===== config.mk =====
export PLATFORM = sky130hd
export DESIGN_NAME = ps2_keyboard
export DESIGN_NICKNAME = d
export VERILOG_FILES = /design/src/rtl/ps2_keyboard_pkg.sv /design/src/rtl/ps2_keyboard_scancode_to_ascii.sv /design/src/rtl/ps2_keyboard.sv
export SDC_FILE = /design/constraint.sdc
export NUM_CORES = 1
export LEC_CHECK = 0
export ABC_AREA = 1
export CAP_MARGIN = 15
export CORE_ASPECT_RATIO = 1.75
export CORE_UTILIZATION = 52
export DETAILED_ROUTE_END_ITERATION = 10
export PLACE_DENSITY = 0.79
export SETUP_SLACK_MARGIN = 0.05
export SKIP_CTS_REPAIR_TIMING = 1
export SYNTH_ARGS = -nofsm -noshare
export SYNTH_HDL_FRONTEND = slang
export SYNTH_SLANG_ARGS = --single-unit

===== constraint.sdc =====
create_clock -name clk -period 4 [get_ports clk]
set_input_delay 0.6 -clock clk [delete_from_list [all_inputs] [get_ports clk]]
set_output_delay 0.6 -clock clk [all_outputs]
set_load 0.1 [all_outputs]

===== src/rtl/ps2_keyboard_pkg.sv =====
// Shared constants and decoder state encodings for the PS/2 keyboard front end.
// Optional shift-key support is enabled by defining KB_SHIFT_EN at build time
// (left undefined by default).
package ps2_keyboard_pkg;

    localparam logic [7:0] KB_BRK    = 8'hF0;
    localparam logic [7:0] KB_EXT    = 8'hE0;
    localparam logic [7:0] KB_LSHIFT = 8'h12;
    localparam logic [7:0] KB_RSHIFT = 8'h59;

    localparam int unsigned FRAME_LAST_BIT = 10;

    typedef enum logic [1:0] {
        S_NORM   = 2'd0,
        S_BRK    = 2'd1,
        S_EXT    = 2'd2,
        S_EXTBRK = 2'd3
    } kb_state_e;

endpackage


===== src/rtl/ps2_keyboard_scancode_to_ascii.sv =====
// Combinational set-2 make code to ASCII translation; unmapped codes give 0.
module scancode_to_ascii (
    input  logic [7:0] scancode,
    input  logic       shift,
    output logic [7:0] ascii
);

    logic [15:0] pair;  // {unshifted, shifted}

    // Lookup of both characters for a key, then select by shift
    always_comb begin
        pair = 16'h0000;
        case (scancode)
            8'h1C: pair = {8'h61, 8'h41}; 8'h32: pair = {8'h62, 8'h42};
            8'h21: pair = {8'h63, 8'h43}; 8'h23: pair = {8'h64, 8'h44};
            8'h24: pair = {8'h65, 8'h45}; 8'h2B: pair = {8'h66, 8'h46};
            8'h34: pair = {8'h67, 8'h47}; 8'h33: pair = {8'h68, 8'h48};
            8'h43: pair = {8'h69, 8'h49}; 8'h3B: pair = {8'h6A, 8'h4A};
            8'h42: pair = {8'h6B, 8'h4B}; 8'h4B: pair = {8'h6C, 8'h4C};
            8'h3A: pair = {8'h6D, 8'h4D}; 8'h31: pair = {8'h6E, 8'h4E};
            8'h44: pair = {8'h6F, 8'h4F}; 8'h4D: pair = {8'h70, 8'h50};
            8'h15: pair = {8'h71, 8'h51}; 8'h2D: pair = {8'h72, 8'h52};
            8'h1B: pair = {8'h73, 8'h53}; 8'h2C: pair = {8'h74, 8'h54};
            8'h3C: pair = {8'h75, 8'h55}; 8'h2A: pair = {8'h76, 8'h56};
            8'h1D: pair = {8'h77, 8'h57}; 8'h22: pair = {8'h78, 8'h58};
            8'h35: pair = {8'h79, 8'h59}; 8'h1A: pair = {8'h7A, 8'h5A};
            8'h45: pair = {8'h30, 8'h29}; 8'h16: pair = {8'h31, 8'h21};
            8'h1E: pair = {8'h32, 8'h40}; 8'h26: pair = {8'h33, 8'h23};
            8'h25: pair = {8'h34, 8'h24}; 8'h2E: pair = {8'h35, 8'h25};
            8'h36: pair = {8'h36, 8'h5E}; 8'h3D: pair = {8'h37, 8'h26};
            8'h3E: pair = {8'h38, 8'h2A}; 8'h46: pair = {8'h39, 8'h28};
            8'h29: pair = {8'h20, 8'h20}; 8'h5A: pair = {8'h0A, 8'h0A};
            8'h66: pair = {8'h08, 8'h08}; 8'h4E: pair = {8'h2D, 8'h5F};
            8'h55: pair = {8'h3D, 8'h2B}; 8'h54: pair = {8'h5B, 8'h7B};
            8'h5B: pair = {8'h5D, 8'h7D}; 8'h4C: pair = {8'h3B, 8'h3A};
            8'h52: pair = {8'h27, 8'h22}; 8'h41: pair = {8'h2C, 8'h3C};
            8'h49: pair = {8'h2E, 8'h3E}; 8'h4A: pair = {8'h2F, 8'h3F};
            default: pair = 16'h0000;
        endcase
        ascii = shift ? pair[7:0] : pair[15:8];
    end

endmodule


===== src/rtl/ps2_keyboard.sv =====
// PS/2 keyboard receiver, set-2 decoder and FWFT character FIFO feeding the
// keyboard MMIO word. Define KB_SHIFT_EN to track left/right shift.
module ps2_keyboard
    import ps2_keyboard_pkg::*;
#(
    parameter int unsigned DEPTH       = 8,
    parameter int unsigned TIMEOUT_CYC = 50000
) (
    input  logic       clk,
    input  logic       rst,
    input  logic       ps2_clk,
    input  logic       ps2_data,
    input  logic       key_rd,
    output logic [7:0] input_ascii,
    output logic       input_en,
    output logic       overflow,
    output logic       frame_err
);

    localparam int unsigned PW = $clog2(DEPTH);
    localparam int unsigned CW = PW + 1;
    localparam int unsigned TW = $clog2(TIMEOUT_CYC + 1);

    logic [2:0]    clk_sync, dat_sync;
    logic          fall_c, bit_in_c;
    logic [3:0]    bit_cnt;
    logic [9:0]    shreg;
    logic [10:0]   frame_bits;
    logic          frame_done, frame_ok_c;
    logic [TW-1:0] idle_cnt;
    logic          rx_strobe;
    logic [7:0]    rx_byte;

    // Three-flop synchronisers on the raw PS/2 lines
    always_ff @(posedge clk or posedge rst) begin
        if (rst) begin
            clk_sync <= 3'b111;
            dat_sync <= 3'b111;
        end else begin
            clk_sync <= {clk_sync[1:0], ps2_clk};
            dat_sync <= {dat_sync[1:0], ps2_data};
        end
    end

    assign fall_c     = clk_sync[2] & ~clk_sync[1];
    assign bit_in_c   = dat_sync[1];
    // frame_bits: [0] start, [8:1] data, [9] parity, [10] stop
    assign frame_ok_c = ~frame_bits[0] & frame_bits[10] & (^frame_bits[9:1]);

    // Bit counter, shift register, idle timeout and frame check
    always_ff @(posedge clk or posedge rst) begin
        if (rst) begin
            bit_cnt    <= 4'd0;
            shreg      <= 10'd0;
            frame_bits <= 11'd0;
            frame_done <= 1'b0;
            idle_cnt   <= '0;
            rx_strobe  <= 1'b0;
            rx_byte    <= 8'h00;
            frame_err  <= 1'b0;
        end else begin
            frame_done <= 1'b0;
            rx_strobe  <= 1'b0;
            frame_err  <= 1'b0;
            if (fall_c) begin
                idle_cnt <= '0;
                if (bit_cnt == 4'(FRAME_LAST_BIT)) begin
                    frame_bits <= {bit_in_c, shreg};
                    frame_done <= 1'b1;
                    bit_cnt    <= 4'd0;
                end else begin
                    shreg   <= {bit_in_c, shreg[9:1]};
                    bit_cnt <= bit_cnt + 4'd1;
                end
            end else if (bit_cnt != 4'd0) begin
                if (idle_cnt == TW'(TIMEOUT_CYC - 1)) begin
                    bit_cnt  <= 4'd0;
                    idle_cnt <= '0;
                end else begin
                    idle_cnt <= idle_cnt + TW'(1);
                end
            end else begin
                idle_cnt <= '0;
            end
            if (frame_done) begin
                if (frame_ok_c) begin
                    rx_strobe <= 1'b1;
                    rx_byte   <= frame_bits[8:1];
                end else begin
                    frame_err <= 1'b1;
                end
            end
        end
    end

    kb_state_e  state_q, state_n;
    logic       push_c;
    logic [7:0] ascii_c;
    logic       shift_q;
`ifdef KB_SHIFT_EN
    logic       shift_n;
    logic       is_shift_c;
    assign is_shift_c = (rx_byte == KB_LSHIFT) || (rx_byte == KB_RSHIFT);
`else
    assign shift_q = 1'b0;
`endif

    scancode_to_ascii u_xlat (
        .scancode (rx_byte),
        .shift    (shift_q),
        .ascii    (ascii_c)
    );

    // Decoder state register
    always_ff @(posedge clk or posedge rst) begin
        if (rst) begin
            state_q <= S_NORM;
`ifdef KB_SHIFT_EN
            shift_q <= 1'b0;
`endif
        end else begin
            state_q <= state_n;
`ifdef KB_SHIFT_EN
            shift_q <= shift_n;
`endif
        end
    end

    // Decoder next state: prefixes, releases and make-code pushes
    always_comb begin
        state_n = state_q;
        push_c  = 1'b0;
`ifdef KB_SHIFT_EN
        shift_n = shift_q;
`endif
        if (rx_strobe) begin
            case (state_q)
                S_NORM: begin
                    if (rx_byte == KB_BRK) begin
                        state_n = S_BRK;
                    end else if (rx_byte == KB_EXT) begin
                        state_n = S_EXT;
`ifdef KB_SHIFT_EN
                    end else if (is_shift_c) begin
                        shift_n = 1'b1;
`endif
                    end else begin
                        push_c = (ascii_c != 8'h00);
                    end
                end
                S_BRK: begin
                    state_n = S_NORM;
`ifdef KB_SHIFT_EN
                    if (is_shift_c) shift_n = 1'b0;
`endif
                end
                S_EXT:    state_n = (rx_byte == KB_BRK) ? S_EXTBRK : S_NORM;
                S_EXTBRK: state_n = S_NORM;
                default:  state_n = S_NORM;
            endcase
        end
    end

    logic [7:0]    mem [DEPTH];
    logic [PW-1:0] wr_ptr, rd_ptr, rd_n_c;
    logic [CW-1:0] count, count_n_c;
    logic          key_rd_q, pop_c, push_ok_c;
    logic [7:0]    head_n_c;

    assign pop_c     = key_rd & ~key_rd_q & (count != '0);
    assign push_ok_c = push_c & ((count != CW'(DEPTH)) | pop_c);
    assign count_n_c = count + CW'(push_ok_c) - CW'(pop_c);
    assign rd_n_c    = rd_ptr + PW'(pop_c);
    // A write landing on the new head slot is not in mem yet, so bypass it
    assign head_n_c  = (count_n_c == '0) ? 8'h00 :
                       (push_ok_c && (rd_n_c == wr_ptr)) ? ascii_c : mem[rd_n_c];

    // FIFO storage
    always_ff @(posedge clk) begin
        if (push_ok_c) mem[wr_ptr] <= ascii_c;
    end

    // FIFO pointers, count, sticky overflow and registered head
    always_ff @(posedge clk or posedge rst) begin
        if (rst) begin
            wr_ptr      <= '0;
            rd_ptr      <= '0;
            count       <= '0;
            key_rd_q    <= 1'b0;
            overflow    <= 1'b0;
            input_ascii <= 8'h00;
            input_en    <= 1'b0;
        end else begin
            key_rd_q    <= key_rd;
            wr_ptr      <= wr_ptr + PW'(push_ok_c);
            rd_ptr      <= rd_n_c;
            count       <= count_n_c;
            overflow    <= overflow | (push_c & ~push_ok_c);
            input_ascii <= head_n_c;
            input_en    <= (count_n_c != '0);
        end
    end

endmodule


* Word level (Yosys, flattened, before mapping)
Memory sizes are Yosys's and may differ from the RTL's.
Cells that the tools add are included.
** Cells by class
- Bitwise gates (word level) :: 14
- Add/subtract/negate cells :: 6
- Reduce and logical (&&, ||, !) cells :: 16
- Equality and inequality tests :: 10
- Multiplexer cells :: 26
** Operators by type and width (count)
- 16-bit 2-to-1 mux :: 4
- 16-bit by 1-bit adder with 16-bit output (second input constant) :: 1
- 16-bit equality test (second input constant) :: 1
- 8-bit equality test (second input constant) :: 2
- 4-bit 2-to-1 mux :: 4
- 8-bit 2-to-1 mux :: 2
- 1-bit 2-to-1 mux :: 12
- 4-bit nonzero test :: 3
- 2-bit AND reduction :: 5
- 9-bit parity :: 1
- 8-bit nonzero test :: 1
- 1-bit AND :: 7
- 3-bit by 1-bit adder with 3-bit output :: 2
- 2-bit 2-to-1 mux :: 3
- 2-bit case mux with 3 select lines :: 1
- 1-bit inverter :: 5
- 4-bit by 1-bit adder with 4-bit output :: 1
- 4-bit by 1-bit adder with 4-bit output (second input constant) :: 1
- 2-bit equality test (second input constant) :: 2
- 4-bit equality test (second input constant) :: 1
- 4-bit logical NOT :: 1
- 4-bit != test (second input constant) :: 1
- 2-bit nonzero test :: 2
- 4-bit by 1-bit subtractor with 4-bit output :: 1
- 7 further kinds :: 8
** Storage, ports and cells
- Register bits after elaboration :: 80
- Memories :: 2
- Bits of input ports :: 5
- Memory bits (read-only) :: 1792
- Bits in writable memories :: 64
- Logic and storage cells :: 92
** Memory list
- (no name shown) :: depth 128, width 14, rd ports 1, clocked after memory_dff 0, wr ports 0, RTL line ps2_keyboard_scancode_to_ascii.sv:13 : case (scancode)
- mem :: depth 8, width 8, rd ports 1, clocked after memory_dff 0, wr ports 1, RTL line ps2_keyboard.sv:164 : logic [7:0] mem [DEPTH];

* Logic depth before layout (Yosys ltp)
An unclocked memory read counts as a cell.
- Depth after elaboration :: 12
- Mapped depth :: 26
- Gate-level depth less buffers :: 25

* By module
Synthesis repeated with hierarchy kept, for this count alone.
** Unflattened totals
- Cells, all modules :: 919
- Area total of the unflattened synthesis :: 7671.1 sq um
** By module, submodules not included
- ps2_keyboard :: area an instance 6393.6 sq um, times used 1, sequential area each 3930.0 sq um, cells each 664
- scancode_to_ascii :: area an instance 1277.5 sq um, times used 1, sequential area each 0.0 sq um, cells each 255

* Worst setup path after synthesis
No wires, ideal clock.
- Kind :: reg-to-reg
- Start point :: register rx_byte[1]
- End point :: register input_ascii[4]
- Data arrival time :: 3299 ps
- Required time :: 3882 ps
- Stages on the path, launching flop included :: 24
- Setup slack :: 583 ps
- Buffers on the path :: 1
- Cell sequence :: dfrtp_1 -> inv_1 -> ha_1 -> nand2_1 -> nand2_2 -> o21ai_0 -> nand2_1 -> nand3_1 -> nand2_1 -> nand2_1 -> nand2_1 -> nor2_1 -> nand2_2 -> nand2_2 -> nor2_4 -> nand2_1 -> nand2_1 -> ha_1 -> fa_1 -> xor2_1 -> or4_1 -> buf_2 -> nand2_1 -> nor2_2
** On the way
- Word-level cells in the longest chain between the ends :: 12
- Elaborated cells on any way between the ends :: 16
** Ends and longest elaborated chain
- start, declared :: RTL line ps2_keyboard.sv:32 : logic [7:0] rx_byte;
- start signal, assigned :: RTL line ps2_keyboard.sv:88 : rx_byte <= frame_bits[8:1];
- memory 128 x 14 bit
- 16-bit 2-to-1 mux :: RTL line ps2_keyboard_scancode_to_ascii.sv:13
- 8-bit nonzero test :: RTL line ps2_keyboard.sv:148 : push_c = (ascii_c != 8'h00);
- 1-bit 2-to-1 mux :: RTL line ps2_keyboard.sv:141 : end else if (rx_byte == KB_EXT) begin
- 1-bit 2-to-1 mux * :: RTL line ps2_keyboard.sv:139 : if (rx_byte == KB_BRK) begin
- 1-bit 2-to-1 mux * :: RTL line ps2_keyboard.sv:137 : case (state_q)
- 1-bit 2-to-1 mux * :: RTL line ps2_keyboard.sv:136 : if (rx_strobe) begin
- 1-bit AND * :: RTL line ps2_keyboard.sv:171 : assign push_ok_c = push_c & ((count != CW'(DEPTH)) | pop_c);
- 4-bit by 1-bit adder with 4-bit output * :: RTL line ps2_keyboard.sv:172 : assign count_n_c = count + CW'(push_ok_c) - CW'(pop_c);
- 4-bit by 1-bit subtractor with 4-bit output * :: RTL line ps2_keyboard.sv:172
- net count_n_c[2] :: RTL line ps2_keyboard.sv:166 : logic [CW-1:0] count, count_n_c;
- 4-bit logical NOT * :: RTL line ps2_keyboard.sv:175 : assign head_n_c = (count_n_c == '0) ? 8'h00 :
- 8-bit 2-to-1 mux * :: RTL line ps2_keyboard.sv:175
- net head_n_c[4] :: RTL line ps2_keyboard.sv:168 : logic [7:0] head_n_c;
- end signal, assigned :: RTL line ps2_keyboard.sv:199 : input_ascii <= head_n_c;
- end, declared :: RTL line ps2_keyboard.sv:14 : output logic [7:0] input_ascii,
The timed path passes the listed nets; every way through them passes the cells marked *.
A chain may end at the register's enable or synchronous reset.

* Worst setup path after layout
- Start point :: register rx_byte[1]
- End point :: register input_ascii[6]
Same word-level chain as after synthesis.

==> key figures <==
Finish
  • Filler cells: 1022
  • Register area: 3665 µm²
  • N_diodes: 0
  • Area of the multi-input gates: 2495 µm²
  • Finished Layout Cells: 910
  • Fin util: 0.6150
  • Layout cells sized above 1: 0.1074
  • Area grow syn2layout: 14.10%
  • Final net count: 759
  • Design area: 7463 µm²

Setup path
  • Levels on crit path: 21
  • Critical path type: reg -> reg
  • WP data required: 4.31 ns
  • Worst stage delay on the critical path: 0.55 ns
  • Setup slack, reg-to-reg: 0.25 ns
  • Worst-path fanout max: 8
  • R2R cell count: 21
  • CP endpoint: input_ascii[6]$_DFF_PP0_
  • Most numerous cell on the critical path: nand2_1
  • Worst path cell trace: inv_2, ha_1, nand2_1, nand2_2, nand2_1, nand2_1, o21ai_0, a21oi_1, nand2_1, nand2_1, nor2_1, nand2_2, nand2_2, nand2_1, nand2_1, ha_1, fa_1, xor2_1, or4_4, nand2_1, nor2_1
  • Critical Path Start: rx_byte[1]$_DFFE_PP0P_
  • R2r startpoint: rx_byte[1]$_DFFE_PP0P_
  • Critical path's slowest cell: or4_4
  • CP bufs+invs: 1
  • Worst setup EP type: register
  • Critical path startpoint category: register
  • Top delay family on crit path: simple AND/OR/NAND/NOR gates
  • Arr. time, crit path: 4.06 ns
  • Reg2reg end: input_ascii[6]$_DFF_PP0_

Place
  • GPL Wtd Cong: 0.9610
  • Place WS: 0.09734 ns
  • HPWL Detailed: 10.97 mm
  • Placed Cells: 878
  • # port buffers: 14
  • Placed instance area: 6867 µm²

Clock network
  • CTS sink cnt: 135
  • Htree depth: 4
  • Root Driver: clkbuf_16
  • Worst skew pair latency: 0.43 ns
  • CTS tree: yes
  • Total CTS buffers: 17
  • Reg clk slew, reported paths: 0.06 ns
  • Clk buf depth: 2

STA
  • Final Max Slew Viols: 0
  • Setup_tns: 0 ns
  • Period utilization: 0.9375
  • Crit path time final: 3.750 ns
  • Hold Violations, Final: 0
  • Slew headroom: 0.3441
  • Final setup vio count: 0
  • RSZ-0062 raised after global routing: no
  • Final WS setup: 0.2501 ns
  • Skew final: 0.009752 ns
  • Max Clock Freq: 266.7 MHz
  • Worst slew pin tran: 0.9808 ns

Logic synthesis
  • Top post-synthesis cells by area: dfrtp_1 28%, edfxtp_1 26%, nand2_1 9.2%
  • Sequential share of the synthesized area: 0.5603
  • Cell accounting for the most synthesized area: dfrtp_1
  • Asr flop ratio synth: 0.5852
  • Mapped Area: 6541 µm²
  • Most common cell in the netlist: nand2_1
  • Number of synthesized flops with an enable pin: 56
  • Syn_area_per_cell: 9.239 µm²
  • Ys flop type: dfrtp_1
  • Seq cells post-synth: 135
  • Syn nets: 735
  • Synth warn: 0
  • Post-synth top area share: 0.2831
  • Syn Inst Count: 708
  • Count of cell types in the netlist: 42
  • Commonest cells in the netlist: 161 x nand2_1, 82 x nor2_1, 74 x dfrtp_1

Floorplan
  • Initial core utilization: 0.5390
  • Num rows: 53
  • Die area: 13050 µm²
  • Num ports: 16
  • Die H: 150.4 µm
  • Chip width: 86.79 µm
  • Core area: 12140 µm²

Global route
  • Antenna violations before repair: 0
  • Vias in the first global route: 5076
  • Largest net degree at the start of global routing: 39
  • Total gr overflow: 0
  • GRT Overall Usage: 0.2499
  • First-pass GRT wire length: 24.36 mm

Routing
  • Routed wire per std cell: 16.67 µm
  • Vias: 4952
  • 1st-pass router iterations: 5
  • DRC errors left: 0
  • Drt initial violations: 358
  • Routed vias/inst: 5.442
  • WL final: 15.17 mm
  • Final ANT Viol Nets: 0

Outcome
  • Status: finished clean

Min path
  • Hold path depth: 0
  • Worst hold path type: reg -> reg

Power and ir drop
  • Pwr/cell area: 595.6 nW/µm²
  • Worst VDD drop: 380.3 µV
  • Leakage: 0.003199 µW

Flow run
  • MaxCap Viol Count: 0
## layer usage
metal  vias up  track usage  share of wire
met5         -            0              0
met1      2358       0.2469           0.35
met4         0       0.1700          0.055
met3        53      0.04167          0.035
met2       142       0.4642           0.56
li1       2399            -              -
## cell usage in the layout, fill, tap and decap left out, types with 15 or more instances in the layout
master	n
nand3_1	37
buf_4	15
a21oi_1	17
edfxtp_1	56
dfrtp_1	74
nand2_1	161
ha_1	21
inv_1	59
clkbuf_16	17
o21ai_0	69
nor2_1	82
## registers in the layout, summed over array words and instances, names as in the netlist
name	count
frame_bits	11
frame_err	1
shreg	10
state_q	2
rx_byte	8
input_en	1
rd_ptr	3
dat_sync	2
mem	56
rx_strobe	1
key_rd_q	1
wr_ptr	3
bit_cnt	4
idle_cnt	16
clk_sync	3
input_ascii	7
frame_done	1
overflow	1
count	4
## cell families (layout without fill, tap and decap cells)
family,count (synthesis),count (layout),synth area share
buffers and inverters,92,129,0.05949
adder cells (fa/ha/maj),22,22,0.04323
multiplexers,1,1,0.001721
flip-flops,135,135,0.5603
AND/OR/NAND/NOR,322,322,0.2135
other,1,1,0.0005733
XOR/XNOR,18,18,0.02410
AO/OA/AOI/OAI,117,117,0.09717
## area by class of cell
| type | count | share of cell area |
|---|---|---|
| sequential | 135 | 0.4910 |
| multi-input combinational | 481 | 0.3343 |
| clock buffer | 17 | 0.05700 |
| inverter | 68 | 0.03420 |
| timing repair buffer | 29 | 0.03386 |
| tap | 165 | 0.02766 |
| clock inverter | 15 | 0.02196 |
## metrics by stage
stage	total power [µW]	hold slack, ns
after floorplan	2565	0.3452
after global placement	2837	0.3481
after detailed placement	2897	0.3535
after CTS	4441	0.3627
after global routing	4630	0.3623
final	4445	0.3615
## power by group
group	switching, µW	total, µW	internal (µW)
logic	908	1260	354
clock network	662	1540	882
registers	67.7	1640	1570
## worst min path at each step
stage | from | slack, ns | endpoint
finish | dat_sync[0]$_DFF_PP1_ | 0.36 | dat_sync[1]$_DFF_PP1_
global route | dat_sync[0]$_DFF_PP1_ | 0.36 | dat_sync[1]$_DFF_PP1_
CTS | dat_sync[0]$_DFF_PP1_ | 0.36 | dat_sync[1]$_DFF_PP1_
detailed placement | dat_sync[0]$_DFF_PP1_ | 0.35 | dat_sync[1]$_DFF_PP1_
global placement | dat_sync[0]$_DFF_PP1_ | 0.35 | dat_sync[1]$_DFF_PP1_
floorplan | clk_sync[0]$_DFF_PP1_ | 0.35 | clk_sync[1]$_DFF_PP1_
Note: power is estimated with default switching activity, not from simulation.
